**config.mk**
```make
export PLATFORM = sky130hd
export DESIGN_NAME = spi_ram_master
export DESIGN_NICKNAME = d
export VERILOG_FILES = /design/src/rtl/spi_ram_master.sv
export SDC_FILE = /design/constraint.sdc
export NUM_CORES = 1
export LEC_CHECK = 0
export ABC_CLOCK_PERIOD_IN_PS = 3500
export CAP_MARGIN = 20
export CORE_MARGIN = 1.5
export CORE_UTILIZATION = 59
export DETAILED_ROUTE_END_ITERATION = 6
export HOLD_SLACK_MARGIN = 0.05
export PLACE_DENSITY = 0.91
export SYNTH_ARGS = -nofsm -noshare
export SYNTH_HDL_FRONTEND = slang
export SYNTH_SLANG_ARGS = --single-unit
```
**constraint.sdc**
```tcl
create_clock -name clk -period 3.5 [get_ports clk]
set_input_delay 0.875 -clock clk [delete_from_list [all_inputs] [get_ports clk]]
set_output_delay 0.875 -clock clk [all_outputs]
set_load 0.02 [all_outputs]
```
**src/rtl/spi_ram_master.sv**
```systemverilog
// spi_ram_master: SPI mode-0 initiator for the byte-stream RAM protocol.
// Sends cmd, address, dummy bytes and data; SCK is divided from clk.
module spi_ram_master #(
  parameter int c_clk_div    = 4,
  parameter int c_addr_bits  = 32,
  parameter int c_read_dummy = 1,
  parameter int c_len_bits   = 16
) (
  input  logic                   clk,
  input  logic                   resetn,
  input  logic                   start,
  input  logic                   rw,
  input  logic [c_addr_bits-1:0] addr,
  input  logic [c_len_bits-1:0]  len,
  input  logic [7:0]             wr_data,
  output logic                   wr_ready,
  output logic [7:0]             rd_data,
  output logic                   rd_valid,
  output logic                   busy,
  output logic                   done,
  output logic                   spi_csn,
  output logic                   spi_sck,
  output logic                   spi_mosi,
  input  logic                   spi_miso
);
  localparam int TW = (c_clk_div > 1) ? $clog2(c_clk_div) : 1;
  localparam logic [TW-1:0] TMAX = TW'(c_clk_div - 1);
  localparam logic [2:0] ALAST = 3'(c_addr_bits / 8 - 1);
  localparam logic [7:0] DLAST = 8'(c_read_dummy - 1);

  localparam logic [2:0] S_IDLE  = 3'd0;
  localparam logic [2:0] S_SETUP = 3'd1;
  localparam logic [2:0] S_SHIFT = 3'd2;
  localparam logic [2:0] S_HOLD  = 3'd3;
  localparam logic [2:0] S_GAP   = 3'd4;

  localparam logic [1:0] P_CMD   = 2'd0;
  localparam logic [1:0] P_ADDR  = 2'd1;
  localparam logic [1:0] P_DUMMY = 2'd2;
  localparam logic [1:0] P_DATA  = 2'd3;

  logic [2:0]             state_q, state_d;
  logic [TW-1:0]          tick_q, tick_d;
  logic                   sck_q, sck_d;
  logic [2:0]             bit_q, bit_d;
  logic [1:0]             ph_q, ph_d;
  logic [2:0]             abyte_q, abyte_d;
  logic [7:0]             dbyte_q, dbyte_d;
  logic [c_len_bits-1:0]  len_q, len_d;
  logic                   rw_q, rw_d;
  logic [c_addr_bits-1:0] addr_q, addr_d;
  logic [7:0]             sh_q, sh_d;
  logic [6:0]             rx_q, rx_d;
  logic [7:0]             rd_data_q, rd_data_d;
  logic                   rd_valid_q, rd_valid_d;
  logic                   done_q, done_d;
  logic                   busy_q, busy_d;
  logic                   csn_q, csn_d;
  logic                   miso_q1, miso_q2;
  logic                   tick_end, load_data;

  assign tick_end = (tick_q == TMAX);

  always_comb begin
    state_d    = state_q;
    tick_d     = tick_q;
    sck_d      = sck_q;
    bit_d      = bit_q;
    ph_d       = ph_q;
    abyte_d    = abyte_q;
    dbyte_d    = dbyte_q;
    len_d      = len_q;
    rw_d       = rw_q;
    addr_d     = addr_q;
    sh_d       = sh_q;
    rx_d       = rx_q;
    rd_data_d  = rd_data_q;
    rd_valid_d = 1'b0;
    done_d     = 1'b0;
    busy_d     = busy_q;
    csn_d      = csn_q;
    load_data  = 1'b0;
    unique case (state_q)
      S_IDLE: begin
        if (start) begin
          state_d = S_SETUP;
          tick_d  = '0;
          sck_d   = 1'b0;
          csn_d   = 1'b0;
          busy_d  = 1'b1;
          rw_d    = rw;
          addr_d  = addr;
          len_d   = len;
        end
      end
      S_SETUP: begin
        tick_d = tick_q + 1'b1;
        if (tick_end) begin
          state_d = S_SHIFT;
          tick_d  = '0;
          ph_d    = P_CMD;
          bit_d   = '0;
          sh_d    = {7'd0, rw_q};
        end
      end
      S_SHIFT: begin
        tick_d = tick_q + 1'b1;
        if (tick_end) begin
          tick_d = '0;
          sck_d  = ~sck_q;
          if (!sck_q) begin
            rx_d = {rx_q[5:0], miso_q2};
            if (bit_q == 3'd7 && ph_q == P_DATA && rw_q) begin
              rd_data_d  = {rx_q, miso_q2};
              rd_valid_d = 1'b1;
            end
          end else if (bit_q != 3'd7) begin
            bit_d = bit_q + 1'b1;
            sh_d  = {sh_q[6:0], 1'b0};
          end else begin
            // Byte boundary: pick the next byte of the frame or finish.
            bit_d = '0;
            sh_d  = '0;
            unique case (ph_q)
              P_CMD: begin
                ph_d    = P_ADDR;
                abyte_d = ALAST;
                sh_d    = addr_q[c_addr_bits-1 -: 8];
                addr_d  = addr_q << 8;
              end
              P_ADDR: begin
                if (abyte_q != 3'd0) begin
                  abyte_d = abyte_q - 1'b1;
                  sh_d    = addr_q[c_addr_bits-1 -: 8];
                  addr_d  = addr_q << 8;
                end else if (rw_q && c_read_dummy > 0) begin
                  ph_d    = P_DUMMY;
                  dbyte_d = DLAST;
                end else if (len_q != '0) begin
                  load_data = 1'b1;
                end else begin
                  state_d = S_HOLD;
                end
              end
              P_DUMMY: begin
                if (dbyte_q != 8'd0) begin
                  dbyte_d = dbyte_q - 1'b1;
                end else if (len_q != '0) begin
                  load_data = 1'b1;
                end else begin
                  state_d = S_HOLD;
                end
              end
              default: begin
                if (len_q != '0) begin
                  load_data = 1'b1;
                end else begin
                  state_d = S_HOLD;
                end
              end
            endcase
            if (load_data) begin
              ph_d  = P_DATA;
              len_d = len_q - 1'b1;
              sh_d  = rw_q ? 8'h00 : wr_data;
            end
          end
        end
      end
      S_HOLD: begin
        tick_d = tick_q + 1'b1;
        if (tick_end) begin
          tick_d = '0;
          csn_d  = 1'b1;
          // The done cycle is the last CSN-high cycle of the gap.
          if (c_clk_div == 1) begin
            state_d = S_IDLE;
            done_d  = 1'b1;
            busy_d  = 1'b0;
          end else begin
            state_d = S_GAP;
            tick_d  = TW'(1);
          end
        end
      end
      S_GAP: begin
        tick_d = tick_q + 1'b1;
        if (tick_end) begin
          tick_d  = '0;
          state_d = S_IDLE;
          done_d  = 1'b1;
          busy_d  = 1'b0;
        end
      end
      default: state_d = S_IDLE;
    endcase
  end

  always_ff @(posedge clk or negedge resetn) begin
    if (!resetn) begin
      state_q    <= S_IDLE;
      tick_q     <= '0;
      sck_q      <= 1'b0;
      bit_q      <= '0;
      ph_q       <= P_CMD;
      abyte_q    <= '0;
      dbyte_q    <= '0;
      len_q      <= '0;
      rw_q       <= 1'b0;
      addr_q     <= '0;
      sh_q       <= '0;
      rx_q       <= '0;
      rd_data_q  <= '0;
      rd_valid_q <= 1'b0;
      done_q     <= 1'b0;
      busy_q     <= 1'b0;
      csn_q      <= 1'b1;
      miso_q1    <= 1'b0;
      miso_q2    <= 1'b0;
    end else begin
      state_q    <= state_d;
      tick_q     <= tick_d;
      sck_q      <= sck_d;
      bit_q      <= bit_d;
      ph_q       <= ph_d;
      abyte_q    <= abyte_d;
      dbyte_q    <= dbyte_d;
      len_q      <= len_d;
      rw_q       <= rw_d;
      addr_q     <= addr_d;
      sh_q       <= sh_d;
      rx_q       <= rx_d;
      rd_data_q  <= rd_data_d;
      rd_valid_q <= rd_valid_d;
      done_q     <= done_d;
      busy_q     <= busy_d;
      csn_q      <= csn_d;
      miso_q1    <= spi_miso;
      miso_q2    <= miso_q1;
    end
  end

  assign wr_ready = load_data & ~rw_q;
  assign rd_data  = rd_data_q;
  assign rd_valid = rd_valid_q;
  assign busy     = busy_q;
  assign done     = done_q;
  assign spi_csn  = csn_q;
  assign spi_sck  = sck_q;
  assign spi_mosi = sh_q[7];
endmodule

```
==> results of run 1 <==
-- how the worst min path moves through the flow --
| stage | startpoint | end | cells past startpoint |
|---|---|---|---|
| 2_1_floorplan | miso_q1 | miso_q2 | 0 |
| 3_3_place_gp | miso_q1 | miso_q2 | 0 |
| 3_5_place_dp | miso_q1 | miso_q2 | 0 |
| 4_1_cts | miso_q1 | miso_q2 | 0 |
| 5_1_grt | resetn | tick_q[0] | 1 |
| 6_report | resetn | len_q[5] | 1 |
-- layout make-up --
type,instances,area (um^2),area share
clock inverters,6,53.80,0.008655
multi-input cells,384,2451,0.3943
flip-flops and latches,100,2504,0.4028
inverters,17,63.81,0.01027
repair buffers,88,884.6,0.1423
well taps,105,131.4,0.02114
clock buffers,10,127.6,0.02053
-- per-stage QoR --
stage	power [mW]	instance area (um^2)	cells	setup WS [ns]	utilization
floorplan	1.216	5130	530	0.8504	-
global placement	1.315	5952	689	0.1922	0.7172
detailed placement	1.318	5979	690	0.1083	0.7205
CTS	2.009	6175	708	0.06152	0.7440
global route	2.068	6216	710	0.01334	0.7490
finish	2.002	6216	710	0.1100	0.7490
-- timing repair --
action | in CTS | in global routing
endpoints found under the setup margin | 1 | 1
pin swaps | 2 | 0
cloned | 0 | 0
resized for setup | 1 | 2
setup buffers | 2 | 1
hold endpoints to repair | 0 | 0
-- layer usage --
metal,track usage,up-vias,share of wire
met4,0.1054,0,0.029
met1,0.3505,2090,0.42
met2,0.4448,215,0.48
li1,-,2057,-
met3,0.06161,43,0.074
met5,0,-,0
-- placed cells by master, fill, tap and decap left out, types with 13 or more instances in the layout --
cell type / synthesis / layout
inv_1: 16 / 16
o21ai_0: 90 / 90
nand2_1: 71 / 71
nor2_1: 27 / 27
dfrtp_1: 99 / 99
clkdlybuf4s50_1: 0 / 73
nand3_1: 13 / 13
a21oi_1: 26 / 26
mux2_2: 16 / 16
mux2i_1: 26 / 26
-- flip-flops by register name (all words and copies together), names as in the netlist, 2 cells and up --
| register | cells |
|---|---|
| addr_q | 32 |
| state_q | 3 |
| rd_data | 8 |
| len_q | 16 |
| abyte_q | 3 |
| rx_q | 7 |
| ph_q | 2 |
| tick_q | 2 |
| bit_q | 3 |
| sh_q | 8 |
| dbyte_q | 8 |
-- kinds of logic after synthesis --
family          synth area share
mux                      0.08585
fa+ha+maj                0.02195
xor+xnor                0.001708
flops                     0.4881
simple gates              0.1554
compound gates            0.2085
buf+inv                  0.03853
-- power breakdown --
group          switching [mW]  internal, mW
logic                  0.0551        0.0779
clock network           0.430         0.272
registers             0.00570          1.16
total                   0.491          1.51
==> impl_metrics.json, run 1 <==
{
  "yosysTopAreaCellShare": 0.4829,
  "ctsHoldBuffers": 0,
  "gp_congestion": 0.8529,
  "io_pins": 76,
  "finClkSkew_ns": 0.01006,
  "yosys-top-cells-area": "dfrtp_1 48%, o21ai_0 8.8%, nand2_1 5.2%",
  "syn_inst": 530,
  "grt.total_usage": 0.2715,
  "synth_edf_count": 0,
  "path_cells": "inv_1, ha_2, or4b_4, and4bb_4, nor4_4, and2_1, dlygate4sd2_1",
  "area_growth_pct": 21.17,
  "synth-async-reset-ratio": 1.000,
  "reg2reg_slack_ns": 1.05,
  "relSlewSlack": 0.4571,
  "die_area_mm2": 0.009263,
  "syn_area_mm2": 0.005130,
  "synth_warnings": 0,
  "die_w_um": 96.25,
  "cts-buffers-inserted": 9,
  "max_stage_delay_ns": 0.48,
  "required_ns": 2.62,
  "fillers": 565,
  "final-max-slew-violation-count": 0,
  "cts_tree": "done",
  "synth_cell_type_count": 62,
  "max_freq_mhz": 295.0,
  "fin_setup_tns_ns": 0,
  "r2r_cells": 8,
  "remaining_drc_errors": 0,
  "start_util": 0.6181,
  "path_clk_slew_ns": 0.10,
  "regToRegStartpoint": "abyte_q[0]",
  "drtIter0Drc": 324,
  "yosys_most_used_dff": "dfrtp_1",
  "arrival_ns": 2.51,
  "critical_path_class": "reg2out",
  "drtAntennaViolNets": 0,
  "clock-sinks": 100,
  "overflow": 0,
  "crit_cells": 7,
  "ys_ff_latch": 100,
  "status": "complete, no violations",
  "grt_pass1_vias": 4175,
  "cp.buffers_inverters": 2,
  "synth_area_per_cell_um2": 9.679,
  "grt_pass1_wl_mm": 19.26,
  "final_nets": 670,
  "port-buffer-count": 75,
  "yosysMostFrequentCell": "dfrtp_1",
  "core_mm2": 0.008299,
  "crit_path_end": "wr_ready",
  "layout-drive-gt1-share": 0.1091,
  "cts_root_buffer": "clkbuf_8",
  "power.density_mw_per_mm2": 322.1,
  "startpoint_type": "register",
  "ys_seq_area_frac": 0.4880,
  "drv_cap": 0,
  "r2r_end": "addr_q[16]",
  "num_vias": 4405,
  "hpwl_mm": 8.048,
  "die_h_um": 96.25,
  "synth_area_leader_cell": "dfrtp_1",
  "ir_drop_mv": 0.2079,
  "hold_path.class": "in2async",
  "post_drt_via_cell_ratio": 6.204,
  "critPathTopFamily": "simple AND/OR/NAND/NOR gates",
  "clk_latency_ns": 0.38,
  "worstMarginPinSlew_ns": 0.8143,
  "rsz0062_at_grt": "no",
  "wl_per_cell_um": 16.62,
  "fin_crit_sh": 0.9686,
  "rows": 33,
  "cts.path.max_buffers": 2,
  "dr.pass1.iters": 5,
  "hold_viol_final": 0,
  "antenna_cells": 0,
  "grt_max_degree": 89,
  "setup_viol": 0,
  "cp-end-kind": "primary output",
  "holdWs_ns": 0.3519,
  "antenna_found_initial": 0,
  "cpMaxStageDelayCell": "or4b_4",
  "fin_crit_ns": 3.390,
  "setup.worst_path.start": "len_q[1]",
  "p_leak_nw": 2.775,
  "syn-num-nets": 600,
  "finalWirelength_mm": 11.80,
  "crit_fanout": 4,
  "htree_levels": 3,
  "ys_top_cells_by_count": "99 x dfrtp_1, 90 x o21ai_0, 71 x nand2_1"
}
Note: power is estimated with default switching activity, not from simulation.
==> inputs of run 2 (changes only) <==
Settings changed: SLEW_MARGIN set to 20.
==> impl_metrics.json, run 2 (synthesis gave the netlist of run 1 again) <==
{
  "hpwl_mm": 8.048,
  "grt_pass1_vias": 4175,
  "antenna_found_initial": 0,
  "cts_tree": "done",
  "relSlewSlack": 0.4416,
  "overflow": 0,
  "arrival_ns": 2.51,
  "startpoint_type": "register",
  "p_switching_mw": 0.4920,
  "required_ns": 2.62,
  "p_clk_frac": 0.352,
  "drv_cap": 0,
  "dr.pass1.iters": 7,
  "fin_setup_tns_ns": 0,
  "place_inst": 690,
  "final_common_cell": "dfrtp_1",
  "die_area_mm2": 0.009263,
  "post_drt_via_cell_ratio": 6.137,
  "num_vias": 4351,
  "clock-sinks": 100,
  "drtAntennaViolNets": 0,
  "port-buffer-count": 75,
  "path_clk_slew_ns": 0.10,
  "largest_reg_flops": 32,
  "cts_root_buffer": "clkbuf_8",
  "gp_congestion": 0.8529,
  "finalWirelength_mm": 11.80,
  "ir_drop_mv": 0.2083,
  "fin_crit_ns": 3.385,
  "die_h_um": 96.25,
  "die_w_um": 96.25,
  "ctsHoldBuffers": 0,
  "final_nets": 669,
  "rsz0062_at_grt": "no",
  "setup_viol": 0,
  "hold_viol_final": 0,
  "drtIter0Drc": 321,
  "p_comb_frac": 0.065,
  "start_util": 0.6181,
  "pwr-share-seq": 0.584,
  "crit_fanout": 4,
  "critical_path_class": "reg2out",
  "rows": 33,
  "htree_levels": 3,
  "internal_power_mw": 1.508,
  "io_pins": 76,
  "grt_pass1_wl_mm": 19.26,
  "swShare": 0.2459,
  "min_from": "miso_q1",
  "status": "complete, no violations",
  "cts.path.max_buffers": 2,
  "final-max-slew-violation-count": 0,
  "hold_path.class": "reg2reg",
  "remaining_drc_errors": 0,
  "fin_cells": 709,
  "clk_latency_ns": 0.38,
  "cts-buffers-inserted": 9,
  "grt_max_degree": 89,
  "area_growth_pct": 20.71,
  "regToRegStartpoint": "abyte_q[0]",
  "p_total_mw": 2.000,
  "p_leak_nw": 2.763,
  "layout-drive-gt1-share": 0.1076,
  "setup.worst_path.start": "len_q[1]",
  "layout_common_cells": "99 x dfrtp_1, 90 x o21ai_0, 73 x clkdlybuf4s50_1, 71 x nand2_1, 27 x nor2_1",
  "antenna_cells": 0,
  "power.density_mw_per_mm2": 323.1,
  "finClkSkew_ns": 0.01078,
  "wl_per_cell_um": 16.65,
  "reg.largest.list": "addr_q: 32 flops, len_q: 16 flops",
  "core_mm2": 0.008299,
  "cp-end-kind": "primary output",
  "grt.total_usage": 0.2715,
  "largest_register": "addr_q",
  "max_freq_mhz": 295.5,
  "fin_crit_sh": 0.9670,
  "worstMarginPinSlew_ns": 0.8376
}
run 2: cell count changes in the layout (fill, tap and decap cells not counted), sizes merged:
cell / delta
buf: -1
run 2: area by class of cell:
class | instances | area [um^2]
multi-input combinational | 384 | 2451
clock buffer | 10 | 127.6
clock inverter | 6 | 53.80
tap | 105 | 131.4
inverter | 17 | 63.81
timing repair buffer | 87 | 860.8
fill | 566 | 2107
sequential | 100 | 2504
run 2: power by group through the flow:
stage / Sequential, mW / Clock (mW) / Combinational [mW]
CTS: 1.17 / 0.713 / 0.129
global route: 1.17 / 0.754 / 0.142
detailed placement: 1.19 / 0 / 0.127
global placement: 1.19 / 0 / 0.125
finish: 1.17 / 0.703 / 0.130
floorplan: 1.19 / 0 / 0.0272
run 2: repair_timing:
item / CTS / global route
gates resized for setup: 1 / 2
gates cloned: 0 / 0
buffers inserted: 2 / 1
pin swaps: 2 / 0
endpoints found under the setup margin: 1 / 1
run 2: routing by layer:
layer | global-route usage | part of all wire
met1 | 0.3505 | 0.42
met2 | 0.4448 | 0.48
met3 | 0.06161 | 0.071
met4 | 0.1054 | 0.023
met5 | 0 | 0
run 2: worst max-delay path, stage by stage (launching register included):
cell and delay [ns]:
dfrtp_1 0.41, inv_1 0.09, ha_2 0.19, or4b_4 0.48
and4bb_4 0.39, nor4_4 0.06, and2_1 0.20, dlygate4sd2_1 0.32
run 2: metrics by stage:
step           hold WS [ns]  area (um^2)  utilization  setup slack [ns]
6_report             0.3591         6192       0.7461            0.1153
5_1_grt              0.3704         6192       0.7461           0.01334
4_1_cts              0.3604         6175       0.7440           0.06152
3_5_place_dp         0.3364         5979       0.7205            0.1083
3_3_place_gp         0.3352         5952       0.7172            0.1922
2_1_floorplan        0.3312         5130            -            0.8504
run 2: path summary, 6_finish.rpt:
path	to	slack (ns)	cells past startpoint
max	wr_ready	0.12	7
min	miso_q2	0.36	0
max reg2reg	addr_q[16]	1.02	8
min reg2reg	miso_q2	0.36	0
max in group asynchronous	len_q[14]	2.26	2
min in group asynchronous	busy	0.55	1
==> inputs of run 3 (changes only) <==
Settings changed: ABC_CLOCK_PERIOD_IN_PS 3500 to unset.
==> results of run 3 <==
Final layout, timing and power as in run 2 (identical DEF).
